$ cat src/rtl/enum_index_table_feeder.sv
// enum_index_table_feeder: loads a 4-entry table from a word stream, then
// feeds enum selectors to the combinational lookup stage through a single
// registered valid/ready slot, flagging selectors whose sel+1 index overflows.
module enum_index_table_feeder #(
  parameter int unsigned WORD_W = 32
) (
  input  logic                  clk,
  input  logic                  rst,
  input  logic                  wr_valid,
  output logic                  wr_ready,
  input  logic [WORD_W-1:0]     wr_data,
  input  logic                  clear,
  input  logic                  req_valid,
  output logic                  req_ready,
  input  logic [1:0]            req_sel,
  output logic [4*WORD_W-1:0]   arr,
  output logic                  table_valid,
  output logic [1:0]            sel,
  output logic                  sel_valid,
  input  logic                  sel_ready,
  output logic                  sel_oob
);

  localparam int unsigned ENTRIES = 4;
  localparam int unsigned PTR_W   = 2;
  localparam logic [PTR_W-1:0] LAST_PTR = PTR_W'(ENTRIES - 1);
  localparam logic [1:0] OOB_SEL = 2'd3;

  typedef enum logic {
    S_FILL   = 1'b0,
    S_ACTIVE = 1'b1
  } state_t;

  state_t            state;
  state_t            state_next;
  logic [PTR_W-1:0]  wr_ptr;
  logic [WORD_W-1:0] tbl [ENTRIES];

  logic slot_free;
  logic wr_take;
  logic req_take;
  logic clear_take;

  // Handshake strobes; clear always wins over a write in FILL and only lands
  // in ACTIVE once the slot is empty or draining.
  always_comb begin
    slot_free  = !sel_valid || sel_ready;
    wr_take    = (state == S_FILL) && wr_valid && !clear;
    req_take   = req_valid && req_ready;
    clear_take = (state == S_ACTIVE) && clear && slot_free;
  end

  // State register.
  always_ff @(posedge clk) begin
    if (rst) state <= S_FILL;
    else     state <= state_next;
  end

  // Next-state: the fourth accepted word arms the table, an honoured clear disarms it.
  always_comb begin
    state_next = state;
    case (state)
      S_FILL:   if (wr_take && (wr_ptr == LAST_PTR)) state_next = S_ACTIVE;
      S_ACTIVE: if (clear_take)                      state_next = S_FILL;
      default:  state_next = S_FILL;
    endcase
  end

  // Output decode from registered state; req_ready also sees sel_ready/clear.
  always_comb begin
    wr_ready    = 1'b0;
    req_ready   = 1'b0;
    table_valid = 1'b0;
    case (state)
      S_FILL:   wr_ready = 1'b1;
      S_ACTIVE: begin
        table_valid = 1'b1;
        req_ready   = slot_free && !clear;
      end
      default:  wr_ready = 1'b1;
    endcase
  end

  // Table storage and write pointer.
  always_ff @(posedge clk) begin
    if (rst) begin
      wr_ptr <= '0;
      for (int i = 0; i < ENTRIES; i++) tbl[i] <= '0;
    end else if (clear_take) begin
      wr_ptr <= '0;
      for (int i = 0; i < ENTRIES; i++) tbl[i] <= '0;
    end else if ((state == S_FILL) && clear) begin
      wr_ptr <= '0;
    end else if (wr_take) begin
      tbl[wr_ptr] <= wr_data;
      wr_ptr      <= wr_ptr + PTR_W'(1);
    end
  end

  // Single-entry selector slot; accept-and-consume in one cycle keeps it full.
  always_ff @(posedge clk) begin
    if (rst) begin
      sel       <= '0;
      sel_valid <= 1'b0;
      sel_oob   <= 1'b0;
    end else if (clear_take) begin
      sel       <= '0;
      sel_valid <= 1'b0;
      sel_oob   <= 1'b0;
    end else if (req_take) begin
      sel       <= req_sel;
      sel_valid <= 1'b1;
      sel_oob   <= (req_sel == OOB_SEL);
    end else if (sel_valid && sel_ready) begin
      sel_valid <= 1'b0;
    end
  end

  // Flatten the table: entry k at arr[WORD_W*k +: WORD_W].
  for (genvar k = 0; k < ENTRIES; k++) begin : g_flat
    assign arr[WORD_W*k +: WORD_W] = tbl[k];
  end

endmodule
$ cat config.mk
export PLATFORM = sky130hd
export DESIGN_NAME = enum_index_table_feeder
export DESIGN_NICKNAME = d
export VERILOG_FILES = /design/src/rtl/enum_index_table_feeder.sv
export SDC_FILE = /design/constraint.sdc
export NUM_CORES = 1
export LEC_CHECK = 0
export BUFFER_PORTS_ARGS = -buffer_cell sky130_fd_sc_hd__buf_2
export CORE_MARGIN = 2
export CORE_UTILIZATION = 40
export CTS_CLUSTER_SIZE = 10
export DETAILED_ROUTE_END_ITERATION = 8
export PLACE_DENSITY = 0.74
export SETUP_SLACK_MARGIN = 0.5
export SYNTH_ARGS = -nofsm -noshare
export SYNTH_HDL_FRONTEND = slang
export SYNTH_SLANG_ARGS = --single-unit
$ cat constraint.sdc
create_clock -name clk -period 4.28 [get_ports clk]
set_clock_uncertainty 0.1 [all_clocks]
set_input_delay 0.642 -clock clk [delete_from_list [all_inputs] [get_ports clk]]
set_output_delay 0.642 -clock clk [all_outputs]
set_load 0.01 [all_outputs]
Yosys cells after proc, flatten, opt, wreduce, memory -nomap -nowiden
Memories as Yosys holds them, arrays and structs flattened. Cells that the tools add are included.

Memories kept: 1. Memory bits (writable): 128. Register bits after elaboration: 7. Bits of input ports: 40.

Mux-type cells: 25. Bitwise gates (word level): 5. $add $sub $neg: 1. Reductions and logical operators: 16. Equality and inequality tests: 2.

Memories: tbl (depth 4, bits a word 32, rd ports 4, clocked after memory_dff 0, wr ports 4, line 37) `logic [WORD_W-1:0] tbl [ENTRIES];`.

Operator list (count): 32-bit 2-to-1 mux (5); 32-bit OR reduction (1); 1-bit 2-to-1 mux (18); 1-bit logical AND (9); 2-bit == test, second input constant (2); 1-bit OR (4); 3-bit OR reduction (1); 2-bit by 1-bit adder with 2-bit output, second input constant (1); 1-bit logical NOT (2); 2-bit 2-to-1 mux (1); 1-bit case mux with 2 select lines (1); 2-bit nonzero test (1); 2-bit OR reduction (1); 1-bit logical OR (1); 1-bit inverter (1).

Logic depth before layout (Yosys ltp)
Depth in word-level cells: 10. Depth in mapped cells: 5.

Worst setup path after synthesis
Ideal clock, no wire load.

Path kind: input to register. Start: in clear. End: mem tbl[0][0], enable pin. Data required time: 3.791 ns. Stages: 4. Path slack: 1.726 ns. Setup time: 0.389 ns. Data arrival time: 2.065 ns. Path through: nor4b_4 > clkbuf_2 > nand2_1 > nand2_1.

RTL lines: start, declared (line 12) `input logic clear,`; end, declared (line 37).

==> flow_metrics.tcl <==
set metrics [dict create \
    status "finished clean" \
    syn_inst 329 \
    worstHoldPathCells 2 \
    cp.arrival_ns 2.58 \
    yosysWarnings 0 \
    min-delay-start "sel_oob" \
    path_buf_inv 0 \
    synth_cell_types 26 \
    required_ns 4.22 \
    grt_pass1_vias 3420 \
    htree_levels 4 \
    leakagePower_nw 3.22 \
    ys_seq_area_share_pct 76.7 \
    cts_sinks 135 \
    finalCritPeriodShare_pct 61.7 \
    grt_pass1_wl_mm 18.1 \
    cp_slowest_stage_delay_ns 0.79 \
    hold_violations 0 \
    crit_chain "nor3b_1 > and3b_2 > nand2b_2" \
    synthTopCellsByArea "edfxtp_1 (74%), and3_1 (12%), and2_1 (3.9%)" \
    timing.fmax_mhz 379 \
    io_pins 175 \
    cp_max_fo 34 \
    synth-async-reset-ratio_pct 0 \
    syn_avg_cell_area_um2 15.8 \
    cts_hold_buf 0 \
    dr.pass1.iters 4 \
    post_route_cells_drive_above_1_share_pct 41.0 \
    synth_area_leader_cell "edfxtp_1" \
    cpMaxStageDelayCell "nand2b_2" \
    grt_antenna_before_repair 0 \
    start_util_pct 41.0 \
    mostFrequentLayoutCell "buf_2" \
    track_usage_pct 17.1 \
    setup_viol 0 \
    syn_nets 373 \
    via_count 3363 \
    die_area_mm2 0.0139 \
    clkTransAtPathRegs_ns 0.06 \
    place_congestion 0.801 \
    final_cells 687 \
    startpoint_type "flop" \
    dpl.hpwl_mm 7.75 \
    area_delta_synth_final_pct 30.5 \
    r2r-end "tbl[3][13]" \
    n_antenna_cell 0 \
    final_nets 546 \
    postCtsSetupRepairBufs 0 \
    maxCapViolCount 0 \
    ctsLongestPathBuffers 2 \
    synthesis.area_mm2 0.00520 \
    routed_wl_mm 11.7 \
    coreArea_mm2 0.0127 \
    irDropWorstVdd_v 0.000225 \
    port-buffer-count 174 \
    rsz0062_at_grt "false" \
    wl_per_cell_um 17.0 \
    r2r_slack_ns 1.64 \
    path_class "flop to flop" \
    maxSlewViolCount 0 \
    rows 41 \
    hold_end "sel_oob" \
    grt.overflow.total 0 \
    cts_tree "built" \
    synth_top_area_share_pct 74.0 \
    ff2ff_path_depth 3 \
    ant_nets 0 \
    worstSetupEndpointType "flop" \
    tns_ns 0 \
    hold-worst-slack_ns 0.372 \
    die_w_um 118 \
    r2r_start "state" \
    timing.slew.headroom_pct 32.5 \
    ys_seq_elements 135 \
    powerDensity_mw_per_mm2 462 \
    worstMarginPinSlew_ns 1.01 \
    die_y_um 118 \
    place_inst 655 \
    cts_root_buffer "clkbuf_16" \
    clock_latency_ns 0.41 \
    holdCritPathClass "flop to flop" \
    synth_edf_count 128 \
    cts_resized 0 \
    finalCriticalPeriod_ns 2.64 \
    final_cell_mix "buf_2 (174), edfxtp_1 (128), and3_1 (96), and2_1 (32), clkbuf_16 (17)" \
    first_iter_violations 264 \
    route.detailed.drc 0 \
    cts_made_buffers 17 \
    critical_path.top_delay_family "simple AND/OR/NAND/NOR gates" \
    synth_flop_cell "edfxtp_1" \
    vias_per_cell 4.90 \
    grt_max_degree 53 \
]
-- synthesized netlist by cell type (all sizes together) (2+ instances only) --
master  count
and3       96
nand2       7
clkbuf     20
buf         3
a21oi       4
inv         4
nor2        4
ha          4
nand4       2
nor2b       2
dfxtp       7
edfxtp    128
o31ai       3
and2       32
nand2b      3
-- worst max-delay path by stage --
stage          start    endpoint  slack [ns]  cells after the start
2_1_floorplan  clear   tbl[0][0]        1.73                      4
3_3_place_gp   clear  tbl[3][12]        1.33                      4
3_5_place_dp   clear  tbl[3][12]        1.26                      4
4_1_cts        state  tbl[3][13]        1.59                      3
5_1_grt        state   tbl[3][6]        1.40                      3
6_report       state  tbl[3][13]        1.64                      3
-- tightest hold or removal path, cell delays in order, from the launching register on --
cell and delay (ns):
dfxtp_1 0.31, o31ai_1 0.06, a21oi_1 0.05
-- per-layer routing --
layer	part of all wire [%]	up-vias	GRT usage [%]
li1	-	1585	-
met3	7.9	16	6.93
met2	50	143	27.8
met1	41	1619	20.4
met5	0	-	0
met4	1.3	0	6.63
-- layout make-up --
cell class                      instances  area, um^2
Fill cell                            1045        5890
Sequential cell                       135        3980
Multi-Input combinational cell        167        1080
Timing Repair Buffer                  177         893
Clock buffer                           18         429
Tap cell                              172         215
Clock inverter                         14         159
Inverter                                4        15.0
-- registers in the layout, summed over array words and instances, names as in the netlist --
register / cells
tbl: 128
sel_oob: 1
state: 1
sel: 2
sel_valid: 1
wr_ptr: 2
-- where the power goes --
group / switching [mW] / internal, mW
registers: 0.0172 / 1.50
logic: 0.118 / 0.0599
clock network: 0.531 / 0.908
total: 0.667 / 2.47
-- cell families after synthesis --
kind of cell	count (synthesis)	synth area share, %
compound gates	12	1.54
flops	135	76.7
buf+inv	27	2.65
simple gates	150	18.0
mux	1	0.193
fa+ha+maj	4	0.963
-- stage by stage --
| step | utilization (%) | area [um^2] | worst slack, ns | total power [mW] |
|---|---|---|---|---|
| after floorplan | - | 5200 | 1.73 | 1.62 |
| after global placement | 48.9 | 6190 | 1.33 | 1.72 |
| after detailed placement | 48.9 | 6190 | 1.26 | 1.73 |
| after CTS | 53.5 | 6780 | 1.59 | 3.15 |
| after global routing | 53.5 | 6780 | 1.40 | 3.22 |
| final | 53.5 | 6780 | 1.64 | 3.13 |
Note: power is estimated with default switching activity, not from simulation.
